===== config.mk =====
export PLATFORM = sky130hd
export DESIGN_NAME = upuart_tx
export DESIGN_NICKNAME = d
export VERILOG_FILES = /design/src/rtl/upuart_tx_pkg.sv /design/src/rtl/upuart_baudgen.sv /design/src/rtl/upuart_tx.sv
export SDC_FILE = /design/constraint.sdc
export NUM_CORES = 1
export LEC_CHECK = 0
export CORE_MARGIN = 2
export CORE_UTILIZATION = 53
export DETAILED_ROUTE_END_ITERATION = 7
export HOLD_SLACK_MARGIN = 0.15
export PLACE_DENSITY = 0.76
export SYNTH_ARGS = -nofsm -noshare
export SYNTH_HDL_FRONTEND = slang
export SYNTH_HIERARCHICAL = 1
export SYNTH_SLANG_ARGS = --single-unit
export TNS_END_PERCENT = 5

===== constraint.sdc =====
create_clock -name clk -period 3.28 [get_ports clk]
set_clock_uncertainty 0.1 [all_clocks]
set_input_delay 0.656 -clock clk [delete_from_list [all_inputs] [get_ports clk]]
set_output_delay 0.656 -clock clk [all_outputs]
set_load 0.01 [all_outputs]

===== src/rtl/upuart_tx_pkg.sv =====
// Shared UART definitions: FSM state encodings and serial line levels.
// The receiver imports the same package so both sides agree on framing.
package upuart_tx_pkg;

    typedef enum logic [2:0] {
        UPUART_TX_IDLE   = 3'd0,
        UPUART_TX_START  = 3'd1,
        UPUART_TX_DATA   = 3'd2,
        UPUART_TX_PARITY = 3'd3,
        UPUART_TX_STOP   = 3'd4
    } tx_state_t;

    localparam logic START_LEVEL = 1'b0;
    localparam logic STOP_LEVEL  = 1'b1;
    localparam logic IDLE_LEVEL  = 1'b1;

endpackage


===== src/rtl/upuart_baudgen.sv =====
// Bit-period timer: loads a period, counts down, and flags the final
// cycle (bit_end) and the cycle before it (near_end).
module upuart_baudgen #(
    parameter int DIVDR_WIDTH = 16
) (
    input  logic                   clk,
    input  logic                   rst,
    input  logic                   load,
    input  logic                   run,
    input  logic [DIVDR_WIDTH-1:0] load_val,
    input  logic [DIVDR_WIDTH-1:0] period,
    output logic                   bit_end,
    output logic                   near_end
);

    logic [DIVDR_WIDTH-1:0] cnt;

    // load wins over reload so a new frame can start on the last stop cycle
    always_ff @(posedge clk or posedge rst) begin
        if (rst) begin
            cnt <= '0;
        end else if (load) begin
            cnt <= load_val - DIVDR_WIDTH'(1);
        end else if (run) begin
            if (cnt == '0) begin
                cnt <= period - DIVDR_WIDTH'(1);
            end else begin
                cnt <= cnt - DIVDR_WIDTH'(1);
            end
        end
    end

    assign bit_end  = run && (cnt == '0);
    assign near_end = run && (cnt == DIVDR_WIDTH'(1));

endmodule


===== src/rtl/upuart_tx.sv =====
// UART transmit serializer: pops bytes from a FWFT FIFO and sends 8N1 frames.
// Define UPUART_TX_PARITY_EN to insert an even-parity bit before the stop bit.
module upuart_tx
    import upuart_tx_pkg::*;
#(
    parameter int FIFO_WIDTH  = 8,
    parameter int DIVDR_WIDTH = 16
) (
    input  logic                   clk,
    input  logic                   rst,
    input  logic [DIVDR_WIDTH-1:0] divisor,
    input  logic                   fifo_empty,
    input  logic [FIFO_WIDTH-1:0]  fifo_data,
    output logic                   fifo_rd,
    output logic                   txd,
    output logic                   busy
);

    localparam int IDX_W = (FIFO_WIDTH > 1) ? $clog2(FIFO_WIDTH) : 1;
    localparam logic [IDX_W-1:0] LAST_IDX = IDX_W'(FIFO_WIDTH - 1);

    tx_state_t              state;
    tx_state_t              state_n;
    logic [FIFO_WIDTH-1:0]  shreg;
    logic [IDX_W-1:0]       bit_idx;
    logic [DIVDR_WIDTH-1:0] div_q;
    logic [DIVDR_WIDTH-1:0] div_p;
    logic                   txd_q;
    logic                   txd_n;
    logic                   fifo_rd_q;
    logic                   pop_window;
    logic                   pop_next;
    logic                   load;
    logic                   shift_en;
    logic                   idx_clr;
    logic                   idx_inc;
    logic                   bit_end;
    logic                   near_end;
`ifdef UPUART_TX_PARITY_EN
    logic                   parity_q;
`endif

    assign busy    = (state != UPUART_TX_IDLE);
    assign txd     = txd_q;
    assign fifo_rd = fifo_rd_q;

    upuart_baudgen #(
        .DIVDR_WIDTH(DIVDR_WIDTH)
    ) u_baudgen (
        .clk     (clk),
        .rst     (rst),
        .load    (load),
        .run     (busy),
        .load_val(div_p),
        .period  (div_q),
        .bit_end (bit_end),
        .near_end(near_end)
    );

    // The pop strobe is registered, so the decision is taken one cycle
    // before the frame boundary; with div_q==1 that is the last pre-stop bit.
    always_comb begin
        pop_window = 1'b0;
        case (state)
            UPUART_TX_IDLE: pop_window = 1'b1;
`ifdef UPUART_TX_PARITY_EN
            UPUART_TX_PARITY: pop_window = (div_q == DIVDR_WIDTH'(1));
`else
            UPUART_TX_DATA: pop_window = (div_q == DIVDR_WIDTH'(1)) && (bit_idx == LAST_IDX);
`endif
            UPUART_TX_STOP: pop_window = near_end;
            default:        pop_window = 1'b0;
        endcase
    end

    assign pop_next = pop_window && (divisor != '0) && !fifo_empty && !fifo_rd_q;

    always_comb begin
        state_n  = state;
        txd_n    = txd_q;
        load     = 1'b0;
        shift_en = 1'b0;
        idx_clr  = 1'b0;
        idx_inc  = 1'b0;
        case (state)
            UPUART_TX_IDLE: begin
                txd_n = IDLE_LEVEL;
                if (fifo_rd_q) begin
                    load    = 1'b1;
                    state_n = UPUART_TX_START;
                    txd_n   = START_LEVEL;
                end
            end
            UPUART_TX_START: begin
                if (bit_end) begin
                    state_n = UPUART_TX_DATA;
                    txd_n   = shreg[0];
                    idx_clr = 1'b1;
                end
            end
            UPUART_TX_DATA: begin
                if (bit_end) begin
                    if (bit_idx == LAST_IDX) begin
`ifdef UPUART_TX_PARITY_EN
                        state_n = UPUART_TX_PARITY;
                        txd_n   = parity_q;
`else
                        state_n = UPUART_TX_STOP;
                        txd_n   = STOP_LEVEL;
`endif
                    end else begin
                        shift_en = 1'b1;
                        idx_inc  = 1'b1;
                        txd_n    = shreg[1];
                    end
                end
            end
`ifdef UPUART_TX_PARITY_EN
            UPUART_TX_PARITY: begin
                if (bit_end) begin
                    state_n = UPUART_TX_STOP;
                    txd_n   = STOP_LEVEL;
                end
            end
`endif
            UPUART_TX_STOP: begin
                if (bit_end) begin
                    if (fifo_rd_q) begin
                        load    = 1'b1;
                        state_n = UPUART_TX_START;
                        txd_n   = START_LEVEL;
                    end else begin
                        state_n = UPUART_TX_IDLE;
                        txd_n   = IDLE_LEVEL;
                    end
                end
            end
            default: begin
                state_n = UPUART_TX_IDLE;
                txd_n   = IDLE_LEVEL;
            end
        endcase
    end

    always_ff @(posedge clk or posedge rst) begin
        if (rst) begin
            state <= UPUART_TX_IDLE;
        end else begin
            state <= state_n;
        end
    end

    // div_p holds the divisor sampled with the pop decision, so a divisor
    // that drops to zero during the strobe cycle cannot load a zero period.
    always_ff @(posedge clk or posedge rst) begin
        if (rst) begin
            txd_q     <= IDLE_LEVEL;
            fifo_rd_q <= 1'b0;
            shreg     <= '0;
            bit_idx   <= '0;
            div_q     <= '0;
            div_p     <= '0;
        end else begin
            txd_q     <= txd_n;
            fifo_rd_q <= pop_next;
            if (pop_next) begin
                div_p <= divisor;
            end
            if (load) begin
                shreg <= fifo_data;
                div_q <= div_p;
            end else if (shift_en) begin
                shreg <= {1'b0, shreg[FIFO_WIDTH-1:1]};
            end
            if (idx_clr) begin
                bit_idx <= '0;
            end else if (idx_inc) begin
                bit_idx <= bit_idx + IDX_W'(1);
            end
        end
    end

`ifdef UPUART_TX_PARITY_EN
    always_ff @(posedge clk or posedge rst) begin
        if (rst) begin
            parity_q <= 1'b0;
        end else if (load) begin
            parity_q <= ^fifo_data;
        end
    end
`endif

endmodule

==> metrics.cfg, run 1 <==
[routing]
wl_per_cell_um = 17.3
wirelength_um = 9900
vias_per_cell = 6.23
postRouteAntennaNets = 0
dr.pass1.iters = 5
drc = 0
vias = 3562
first_iter_violations = 247

[sta]
maxSlewHeadroom_pct = 48.1
setup_slack_ns = 0.311
finalCriticalPeriod_ns = 2.97
tns_ns = 0
final_max_slew_viol_count = 0
tightest_slew_ns = 0.779
fmax_mhz = 337
timing.final.crit_share_pct = 90.5
rsz0062_at_grt = no
setup_violations = 0
final-hold-violation-count = 0

[setup_path]
critPathBufInv = 2
endpoint_kind = flip-flop
critical_path_arrival_ns = 3.11
slowest_stage = nor4_1
worstReg2RegStart = u_baudgen/cnt[11]$_DFFE_PP0P_
cp-start-kind = flip-flop
cp_top_family = simple AND/OR/NAND/NOR gates
cpPeakStageDelay_ns = 0.60
r2r_cells = 10
path_max_fanout = 10
path_class = reg2reg
cp_cell_sequence = nor4_1 -> nand4_1 -> nor2_1 -> nand2b_1 -> nand3_1 -> inv_1 -> inv_1 -> nand2_1 -> nor4_1 -> a211o_1
r2r_slack_ns = 0.31
r2r_end = u_baudgen/cnt[13]$_DFFE_PP0P_
crit_required_ns = 3.42

[die]
die_area_mm2 = 0.00841
fp.dieW_um = 91.7
initial_utilization_pct = 55.6
io_pins = 30
coreArea_mm2 = 0.00733
rows = 31
dieHeight_um = 91.7

[cts]
cts_buffer_depth = 2
cts_tree = yes
cts_made_buffers = 9
clkSlewWorstSetupHoldPaths_ns = 0.07
htree_levels = 3
cts.sinks = 64
insertion_delay_ns = 0.36
cts_resized = 0
postCtsSetupRepairBufs = 0
hold_buffers = 0
clockRootBuffer = clkbuf_8

[layout]
seqCellArea_mm2 = 0.00160
layout_common_cells = dfrtp_1 (63), nand2_1 (46), nor2_1 (34), clkdlybuf4s50_1 (29), o211ai_1 (24)
layout.nets = 502
multi_input_area_mm2 = 0.00233
design_area_mm2 = 0.00469
final_common_cell = dfrtp_1
drive_gt1_share_pct = 15.6
fillers = 590
syn_to_final_growth_pct = 15.1
antenna_cells = 0

[placed_design]
post-place-ws_ns = 0.378
globalplace.congestion = 0.962
port_buffers = 29
place_area_mm2 = 0.00449
dpl.hpwl_um = 7130

[min_path]
worstHoldPathCells = 1
min_to = bit_idx[2]$_DFFE_PP0P_
min_path_type = reg2reg
worstHoldStart = bit_idx[2]$_DFFE_PP0P_

[global_routing]
grt_overflow = 0
grt_max_degree = 35
grt_pass1_vias = 3421
gr-usage-all-layers_pct = 24.9
antenna_found_initial = 0
grt_pass1_wl_um = 16700

[synthesis]
synth_flop_cell = dfrtp_1
yosys_warnings = 6
syn-num-nets = 470
synth_seq_cells = 64
syn_area_per_cell_um2 = 9.35
seq_area_frac_synth_pct = 39.3
syn_inst = 436
synthesis.area_mm2 = 0.00408
synth_edf_count = 0
ys_async_sr_fraction_pct = 100
yosysUniqueCellTypes = 58

[run_status]
outcome = completed

[power_and_ir_drop]
power.density_mw_per_mm2 = 675
total_power_mw = 3.17
cellLeakagePower_nw = 1.92
ir_drop_uv = 304

[flow_run]
cap_viol_max_count = 0

==> final cells by class <==
type | count | share of cell area [%]
sequential | 64 | 34.2
inverter | 13 | 1.04
tap | 99 | 2.64
multi-input combinational | 338 | 49.6
clock buffer | 9 | 2.64
timing repair buffer | 42 | 8.27
clock inverter | 7 | 1.65
==> worst register-to-register path: stages (launching register included) <==
cell,delay [ns]
dfrtp_1,0.44
nor4_1,0.60
nand4_1,0.25
nor2_1,0.22
nand2b_1,0.22
nand3_1,0.12
inv_1,0.15
inv_1,0.18
nand2_1,0.23
nor4_1,0.09
a211o_1,0.27
==> per-layer routing <==
layer / wire length [um] / vias up / global-route usage (%)
li1: - / 1707 / -
met1: 4560 / 1730 / 34.3
met2: 4630 / 108 / 39.0
met3: 495 / 17 / 4.60
met4: 209 / 0 / 9.72
met5: 0 / - / 0
==> kinds of logic (layout without fill, tap and decap cells) <==
logic type	count (synthesis)	after routing	synth area share [%]
AOI/OAI and AO/OA	103	103	19.5
xor gates and xnor gates	29	29	6.23
DFF	64	64	39.3
buffers and inverters	34	71	3.72
and+or+nand+nor	174	174	22.4
adders and majority gates	7	7	2.15
muxes	25	25	6.63
==> how the worst max path moves through the flow <==
stage,cells after the start,to,startpoint
finish,10,u_baudgen/cnt[13]$_DFFE_PP0P_,u_baudgen/cnt[11]$_DFFE_PP0P_
CTS,10,u_baudgen/cnt[13]$_DFFE_PP0P_,u_baudgen/cnt[11]$_DFFE_PP0P_
detailed placement,5,div_p[4]$_DFFE_PP0P_,divisor[6]
global placement,5,div_p[14]$_DFFE_PP0P_,divisor[7]
global route,10,u_baudgen/cnt[13]$_DFFE_PP0P_,u_baudgen/cnt[9]$_DFFE_PP0P_
floorplan,13,u_baudgen/cnt[11]$_DFFE_PP0P_,u_baudgen/cnt[2]$_DFFE_PP0P_
==> flip-flops by register name (all words and copies together), names as in the netlist <==
signal and flops:
bit_idx 3, div_p 16, txd 1, shreg 8, state 3, fifo_rd 1
u_baudgen/cnt 16, div_q 16
==> through the flow <==
stage	cells	hold slack [ns]	utilization, %
global placement	556	0.382	61.3
CTS	572	0.409	64.0
finish	572	0.406	64.0
floorplan	436	0.368	-
global route	572	0.435	64.0
detailed placement	556	0.392	61.3
==> Yosys cell counts, types with 5 or more instances <==
cell type,n,area share (%)
o21ai_0,11,1.4
nor3_1,15,1.8
a21oi_1,20,2.5
dfrtp_1,63,39
nand2b_1,5,0.77
nand2_1,46,4.2
mux2_2,16,4.4
xor2_1,12,2.6
nor4_1,17,2.6
nand2_2,6,0.92
o211ai_1,24,4.4
nor2_1,34,3.1
inv_1,13,1.2
or4_1,9,1.7
nand3_1,7,0.86
clkbuf_1,14,1.3
and3_1,8,1.2
xnor2_1,17,3.7
o211ai_2,9,2.8
mux2i_1,9,2.2
a31oi_1,5,0.77
or3_1,5,0.77
ha_1,7,2.1
==> where the power goes <==
part,switching [mW],leakage (nW),internal [mW]
clock network,0.339,0.101,0.358
registers,0.389,0.712,1.07
logic,0.488,1.11,0.523
total,1.22,1.92,1.95
Power figures use the tool's default switching activity.
==> run 2, diff against run 1 <==
--- a/config.mk
+++ b/config.mk
@@ -9,7 +9,7 @@
 export CORE_UTILIZATION = 53
 export DETAILED_ROUTE_END_ITERATION = 7
 export HOLD_SLACK_MARGIN = 0.15
-export PLACE_DENSITY = 0.76
+export PLACE_DENSITY = 0.8
 export SYNTH_ARGS = -nofsm -noshare
 export SYNTH_HDL_FRONTEND = slang
 export SYNTH_HIERARCHICAL = 1
==> metrics.cfg, run 2 (same netlist as run 1, synthesis figures left out) <==
[sta]
maxSlewHeadroom_pct = 35.7  ; -12 points
timing.final.crit_share_pct = 90.6  ; +0.12 points
final_max_slew_viol_count = 0  ; unchanged
tns_ns = 0  ; unchanged
tightest_slew_ns = 0.963  ; +0.184 ns
finalCriticalPeriod_ns = 2.97  ; +0.00398 ns
whs_ns = 0.400  ; -0.00536 ns
rsz0062_at_grt = no
setup_violations = 0  ; unchanged
final-hold-violation-count = 0  ; unchanged
fmax_mhz = 336  ; -0.13%

[cts]
cts.sinks = 64  ; unchanged
clockRootBuffer = clkbuf_8
insertion_delay_ns = 0.35  ; about the same
cts_tree = yes
cts_made_buffers = 9  ; unchanged
clkSlewWorstSetupHoldPaths_ns = 0.08  ; about the same
htree_levels = 3  ; unchanged
cts_buffer_depth = 2  ; unchanged

[routing]
wl_per_cell_um = 18.2  ; +5.3%
drc = 0  ; unchanged
dr.max_layer_used = met4
postRouteAntennaNets = 0  ; unchanged
first_iter_violations = 281  ; +14%
dr.pass1.iters = 5  ; unchanged
vias = 3705  ; +4.0%
wirelength_met1_um = 4420  ; -3.0%
wl_met2_um = 5020  ; +8.4%
vias_per_cell = 6.50  ; +4.4%
wl_met3_um = 731  ; +48%
wirelength_um = 10400  ; +5.0%

[setup_path]
r2r_slack_ns = 0.31  ; about the same
critical_path_arrival_ns = 3.11  ; about the same
r2r_cells = 10  ; unchanged
path_max_fanout = 10  ; unchanged
r2r_end = u_baudgen/cnt[13]$_DFFE_PP0P_
cp-start-kind = flip-flop
worstReg2RegStart = u_baudgen/cnt[11]$_DFFE_PP0P_
endpoint_kind = flip-flop
path_class = reg2reg
crit_required_ns = 3.41  ; about the same

[placed_design]
globalplace.congestion = 0.919  ; -4.4%
port_buffers = 29  ; unchanged
dpl.hpwl_um = 7340  ; +3.0%

[layout]
antenna_cells = 0  ; unchanged
layout_common_cells = dfrtp_1 (63), nand2_1 (46), nor2_1 (34), clkdlybuf4s50_1 (29), o211ai_1 (24)
final_common_cell = dfrtp_1
top_regs = div_p (16), div_q (16), u_baudgen/cnt (16)
drive_gt1_share_pct = 15.5  ; -0.15 points
syn_to_final_growth_pct = 15.5
layout.nets = 500  ; -0.40%

[min_path]
min_to = bit_idx[2]$_DFFE_PP0P_
min_path_type = reg2reg
worstHoldStart = bit_idx[2]$_DFFE_PP0P_
worstHoldPathCells = 1  ; unchanged

[power_and_ir_drop]
ir_drop_uv = 428  ; +41%
cellLeakagePower_nw = 1.92  ; -0.31%
switching_power_mw = 1.26  ; +3.8%
pwr-share-clk_pct = 23.3  ; +1.3 points
p_int_mw = 2.03  ; +4.1%
power_frac_seq_pct = 44.6  ; -1.4 points
netSwitchingFraction_pct = 38.4  ; -0.064 points
power.density_mw_per_mm2 = 699  ; +3.6%
pwr-share-comb_pct = 32.1  ; +0.2 points

[die]
fp.dieW_um = 91.7  ; unchanged
die_area_mm2 = 0.00841  ; unchanged
initial_utilization_pct = 55.6  ; unchanged
rows = 31  ; unchanged
coreArea_mm2 = 0.00733  ; unchanged
io_pins = 30  ; unchanged
dieHeight_um = 91.7  ; unchanged

[global_routing]
grt_pass1_wl_um = 17600  ; +5.0%
grt_overflow = 0  ; unchanged
antenna_found_initial = 0  ; unchanged
gr-usage-all-layers_pct = 26.1  ; +1.2 points
grt_pass1_vias = 3530  ; +3.2%
grt_max_degree = 49  ; +40%

[flow_run]
cap_viol_max_count = 0  ; unchanged

[run_status]
outcome = completed

==> run 2: changes by cell type in the layout (fill, tap and decap cells not counted) <==
cell	delta
clkinv_2	-1
buf_4	-2
bufinv_16	+1
nor4_1	-2
clkbuf_1	+1
clkinvlp_4	+1
nor4_2	+2
inv_6	-2
==> run 2: power by group through the flow <==
| stage | combinational [mW] | sequential [mW] | clock (mW) |
|---|---|---|---|
| global placement | 0.980 | 1.44 | 0 |
| detailed placement | 1.02 | 1.46 | 0 |
| floorplan | 0.804 | 1.37 | 0 |
| global route | 1.16 | 1.52 | 0.809 |
| finish | 1.06 | 1.47 | 0.766 |
| CTS | 1.03 | 1.45 | 0.780 |
==> run 2: final cells by class <==
| type | count | area, um^2 |
|---|---|---|
| fill | 606 | 2620 |
| clock buffer | 10 | 128 |
| inverter | 13 | 48.8 |
| timing repair buffer | 40 | 373 |
| multi-input combinational | 338 | 2340 |
| clock inverter | 6 | 92.6 |
| tap | 99 | 124 |
| sequential | 64 | 1600 |
==> run 2: routing by layer <==
metal  up-vias  track usage (%)
met5         -                0
met4         0             10.6
met3        24             3.62
met2       171             41.9
met1      1820             35.7
li1       1690                -
==> run 2: how the worst max path moves through the flow <==
stage | startpoint | end | slack, ns | depth (start not counted)
after floorplan | u_baudgen/cnt[2]$_DFFE_PP0P_ | u_baudgen/cnt[11]$_DFFE_PP0P_ | 0.10 | 13
after global placement | divisor[8] | div_p[5]$_DFFE_PP0P_ | 0.39 | 5
after detailed placement | u_baudgen/cnt[9]$_DFFE_PP0P_ | u_baudgen/cnt[11]$_DFFE_PP0P_ | 0.32 | 10
after CTS | u_baudgen/cnt[9]$_DFFE_PP0P_ | u_baudgen/cnt[11]$_DFFE_PP0P_ | 0.28 | 10
after global routing | u_baudgen/cnt[1]$_DFFE_PP0P_ | u_baudgen/cnt[14]$_DFFE_PP0P_ | 0.11 | 12
final | u_baudgen/cnt[11]$_DFFE_PP0P_ | u_baudgen/cnt[13]$_DFFE_PP0P_ | 0.31 | 10
==> run 2: what timing repair did <==
item,in CTS,in global routing
gates resized for setup,0,2
buffers inserted,0,0
hold buffers,0,0
endpoints found under the setup margin,0,5
==> run 2: worst max-delay path: stages, from the launching register on <==
cell,delay (ns)
dfrtp_1,0.45
nor4_2,0.48
nand4_1,0.22
nor2_1,0.19
nand2b_1,0.21
nand3_1,0.12
inv_1,0.30
inv_1,0.26
nand2_1,0.18
nor4_1,0.08
a211o_1,0.27
==> run 2: stage by stage <==
step | worst slack (ns) | util (%) | area [um^2] | power [mW] | instances
after detailed placement | 0.318 | 61.1 | 4480 | 2.48 | 554
after global routing | 0.110 | 64.2 | 4710 | 3.49 | 570
after global placement | 0.393 | 61.1 | 4480 | 2.42 | 554
after floorplan | 0.104 | - | 4080 | 2.17 | 436
after CTS | 0.278 | 64.1 | 4700 | 3.26 | 570
final | 0.307 | 64.2 | 4710 | 3.29 | 570
==> run 3, diff against run 2 <==
--- a/config.mk
+++ b/config.mk
@@ -5,7 +5,6 @@
 export SDC_FILE = /design/constraint.sdc
 export NUM_CORES = 1
 export LEC_CHECK = 0
-export CORE_MARGIN = 2
 export CORE_UTILIZATION = 53
 export DETAILED_ROUTE_END_ITERATION = 7
 export HOLD_SLACK_MARGIN = 0.15
==> metrics.cfg, run 3 (same netlist as run 1, synthesis figures left out) <==
[routing]
wl_per_cell_um = 17.1  ; -6.3%
dr.pass1.iters = 4  ; -1
vias_per_cell = 6.18  ; -4.9%
drc = 0  ; unchanged
postRouteAntennaNets = 0  ; unchanged
first_iter_violations = 324  ; +15%
vias = 3522  ; -4.9%
wirelength_um = 9730  ; -6.3%

[sta]
fmax_mhz = 337  ; +0.14%
final-hold-violation-count = 0  ; unchanged
setup_violations = 0  ; unchanged
tightest_slew_ns = 0.972  ; +0.00855 ns
whs_ns = 0.398  ; -0.00228 ns
timing.final.crit_share_pct = 90.5  ; -0.12 points
rsz0062_at_grt = no
tns_ns = 0  ; unchanged
finalCriticalPeriod_ns = 2.97  ; -0.00405 ns
final_max_slew_viol_count = 0  ; unchanged
maxSlewHeadroom_pct = 35.1  ; -0.57 points

[power_and_ir_drop]
power_frac_seq_pct = 45.1  ; +0.5 points
pwr-share-clk_pct = 23.5  ; +0.2 points
netSwitchingFraction_pct = 37.3  ; -1.0 points
power.density_mw_per_mm2 = 687  ; -1.7%
pwr-share-comb_pct = 31.4  ; -0.7 points
ir_drop_uv = 429  ; +0.15%
switching_power_mw = 1.20  ; -4.6%
total_power_mw = 3.23  ; -2.0%
cellLeakagePower_nw = 1.92  ; about the same
p_int_mw = 2.02  ; -0.38%

[setup_path]
r2r_slack_ns = 0.31  ; about the same
crit_start = u_baudgen/cnt[9]$_DFFE_PP0P_
crit_required_ns = 3.42  ; about the same
critical_path_arrival_ns = 3.11  ; about the same
path_class = reg2reg
path_max_fanout = 10  ; unchanged
r2r_end = u_baudgen/cnt[11]$_DFFE_PP0P_
cp-start-kind = flip-flop
worstReg2RegStart = u_baudgen/cnt[9]$_DFFE_PP0P_
r2r_cells = 10  ; unchanged
endpoint_kind = flip-flop

[placed_design]
dpl.hpwl_um = 7090  ; -3.5%
dp.cells = 554  ; unchanged
globalplace.congestion = 0.865  ; -5.9%
port_buffers = 29  ; unchanged

[cts]
cts_made_buffers = 9  ; unchanged
htree_levels = 3  ; unchanged
cts_resized = 0  ; unchanged
clkSlewWorstSetupHoldPaths_ns = 0.08  ; about the same
clockRootBuffer = clkbuf_8
cts_tree = yes
cts_buffer_depth = 2  ; unchanged
cts.sinks = 64  ; unchanged
postCtsSetupRepairBufs = 0  ; unchanged
hold_buffers = 0  ; unchanged
insertion_delay_ns = 0.35  ; about the same

[min_path]
worstHoldPathCells = 1  ; unchanged
min_to = bit_idx[1]$_DFFE_PP0P_
min_path_type = reg2reg
worstHoldStart = bit_idx[1]$_DFFE_PP0P_

[die]
fp.dieW_um = 89.7  ; -2.2%
rows = 31  ; unchanged
dieHeight_um = 89.7  ; -2.2%
die_area_mm2 = 0.00804  ; -4.3%
initial_utilization_pct = 55.6  ; unchanged
io_pins = 30  ; unchanged
coreArea_mm2 = 0.00733  ; unchanged

[layout]
drive_gt1_share_pct = 15.1  ; -0.42 points
layout_common_cells = dfrtp_1 (63), nand2_1 (46), nor2_1 (34), clkdlybuf4s50_1 (29), o211ai_1 (24)
final_common_cell = dfrtp_1
multi_input_area_mm2 = 0.00233  ; -0.53%
top_regs = div_p (16), div_q (16), u_baudgen/cnt (16)
fillers = 573  ; -5.4%
layout.nets = 500  ; unchanged
syn_to_final_growth_pct = 15.2
instances_no_fill = 570  ; unchanged
antenna_cells = 0  ; unchanged
seqCellArea_mm2 = 0.00160  ; unchanged
utilization_pct = 64.1  ; -0.17 points

[flow_run]
cap_viol_max_count = 0  ; unchanged

[run_status]
outcome = completed

[global_routing]
grt_pass1_vias = 3293  ; -6.7%
antenna_found_initial = 0  ; unchanged
grt_pass1_wl_um = 16100  ; -8.1%
grt_overflow = 0  ; unchanged
gr-usage-all-layers_pct = 26.9  ; +0.77 points
grt_max_degree = 49  ; unchanged

==> run 3: cell type report <==
type | instances | share of cell area (%)
Multi-Input combinational cell | 338 | 49.6
Inverter | 13 | 1.04
Clock buffer | 10 | 2.72
Timing Repair Buffer | 40 | 7.94
Sequential cell | 64 | 34.1
Clock inverter | 6 | 1.97
Tap cell | 99 | 2.64
==> run 3: how the worst max path moves through the flow <==
stage / end / slack [ns] / depth (start not counted)
floorplan: u_baudgen/cnt[11]$_DFFE_PP0P_ / 0.10 / 13
global placement: div_p[2]$_DFFE_PP0P_ / 0.39 / 5
detailed placement: div_p[2]$_DFFE_PP0P_ / 0.39 / 5
CTS: u_baudgen/cnt[11]$_DFFE_PP0P_ / 0.36 / 10
global route: u_baudgen/cnt[11]$_DFFE_PP0P_ / 0.07 / 10
finish: u_baudgen/cnt[11]$_DFFE_PP0P_ / 0.31 / 10
==> run 3: power groups by stage <==
stage	combinational, mW	clock, mW	sequential (mW)
2_1_floorplan	0.804	0	1.37
3_3_place_gp	0.974	0	1.44
3_5_place_dp	1.00	0	1.46
4_1_cts	1.01	0.769	1.45
5_1_grt	1.13	0.805	1.51
6_report	1.01	0.759	1.46
==> run 3: through the flow <==
stage	setup WS (ns)	cell area (um^2)
2_1_floorplan	0.104	4080
3_3_place_gp	0.388	4480
3_5_place_dp	0.386	4480
4_1_cts	0.362	4700
5_1_grt	0.0725	4700
6_report	0.311	4700
==> run 3: metal layers <==
layer  part of all wire, %  track usage (%)  routed length (um)  vias to the layer above
met5                     0                0                   0                        -
met1                    46             36.9                4470                     1706
met4                   1.2             8.66                 121                        0
met3                   5.7             6.22                 553                       12
met2                    47             42.2                4590                      110
li1                      -                -                   -                     1694
==> run 3: worst max-delay path: stages (launching register included) <==
cell and delay [ns]:
dfrtp_1 0.43, nor4_1 0.54, nand4_1 0.24, nor2_1 0.17, nand2b_1 0.20, nand3_1 0.12, inv_1 0.28, nor2_1 0.15
nand2_1 0.22, o22ai_1 0.13, a211o_1 0.28
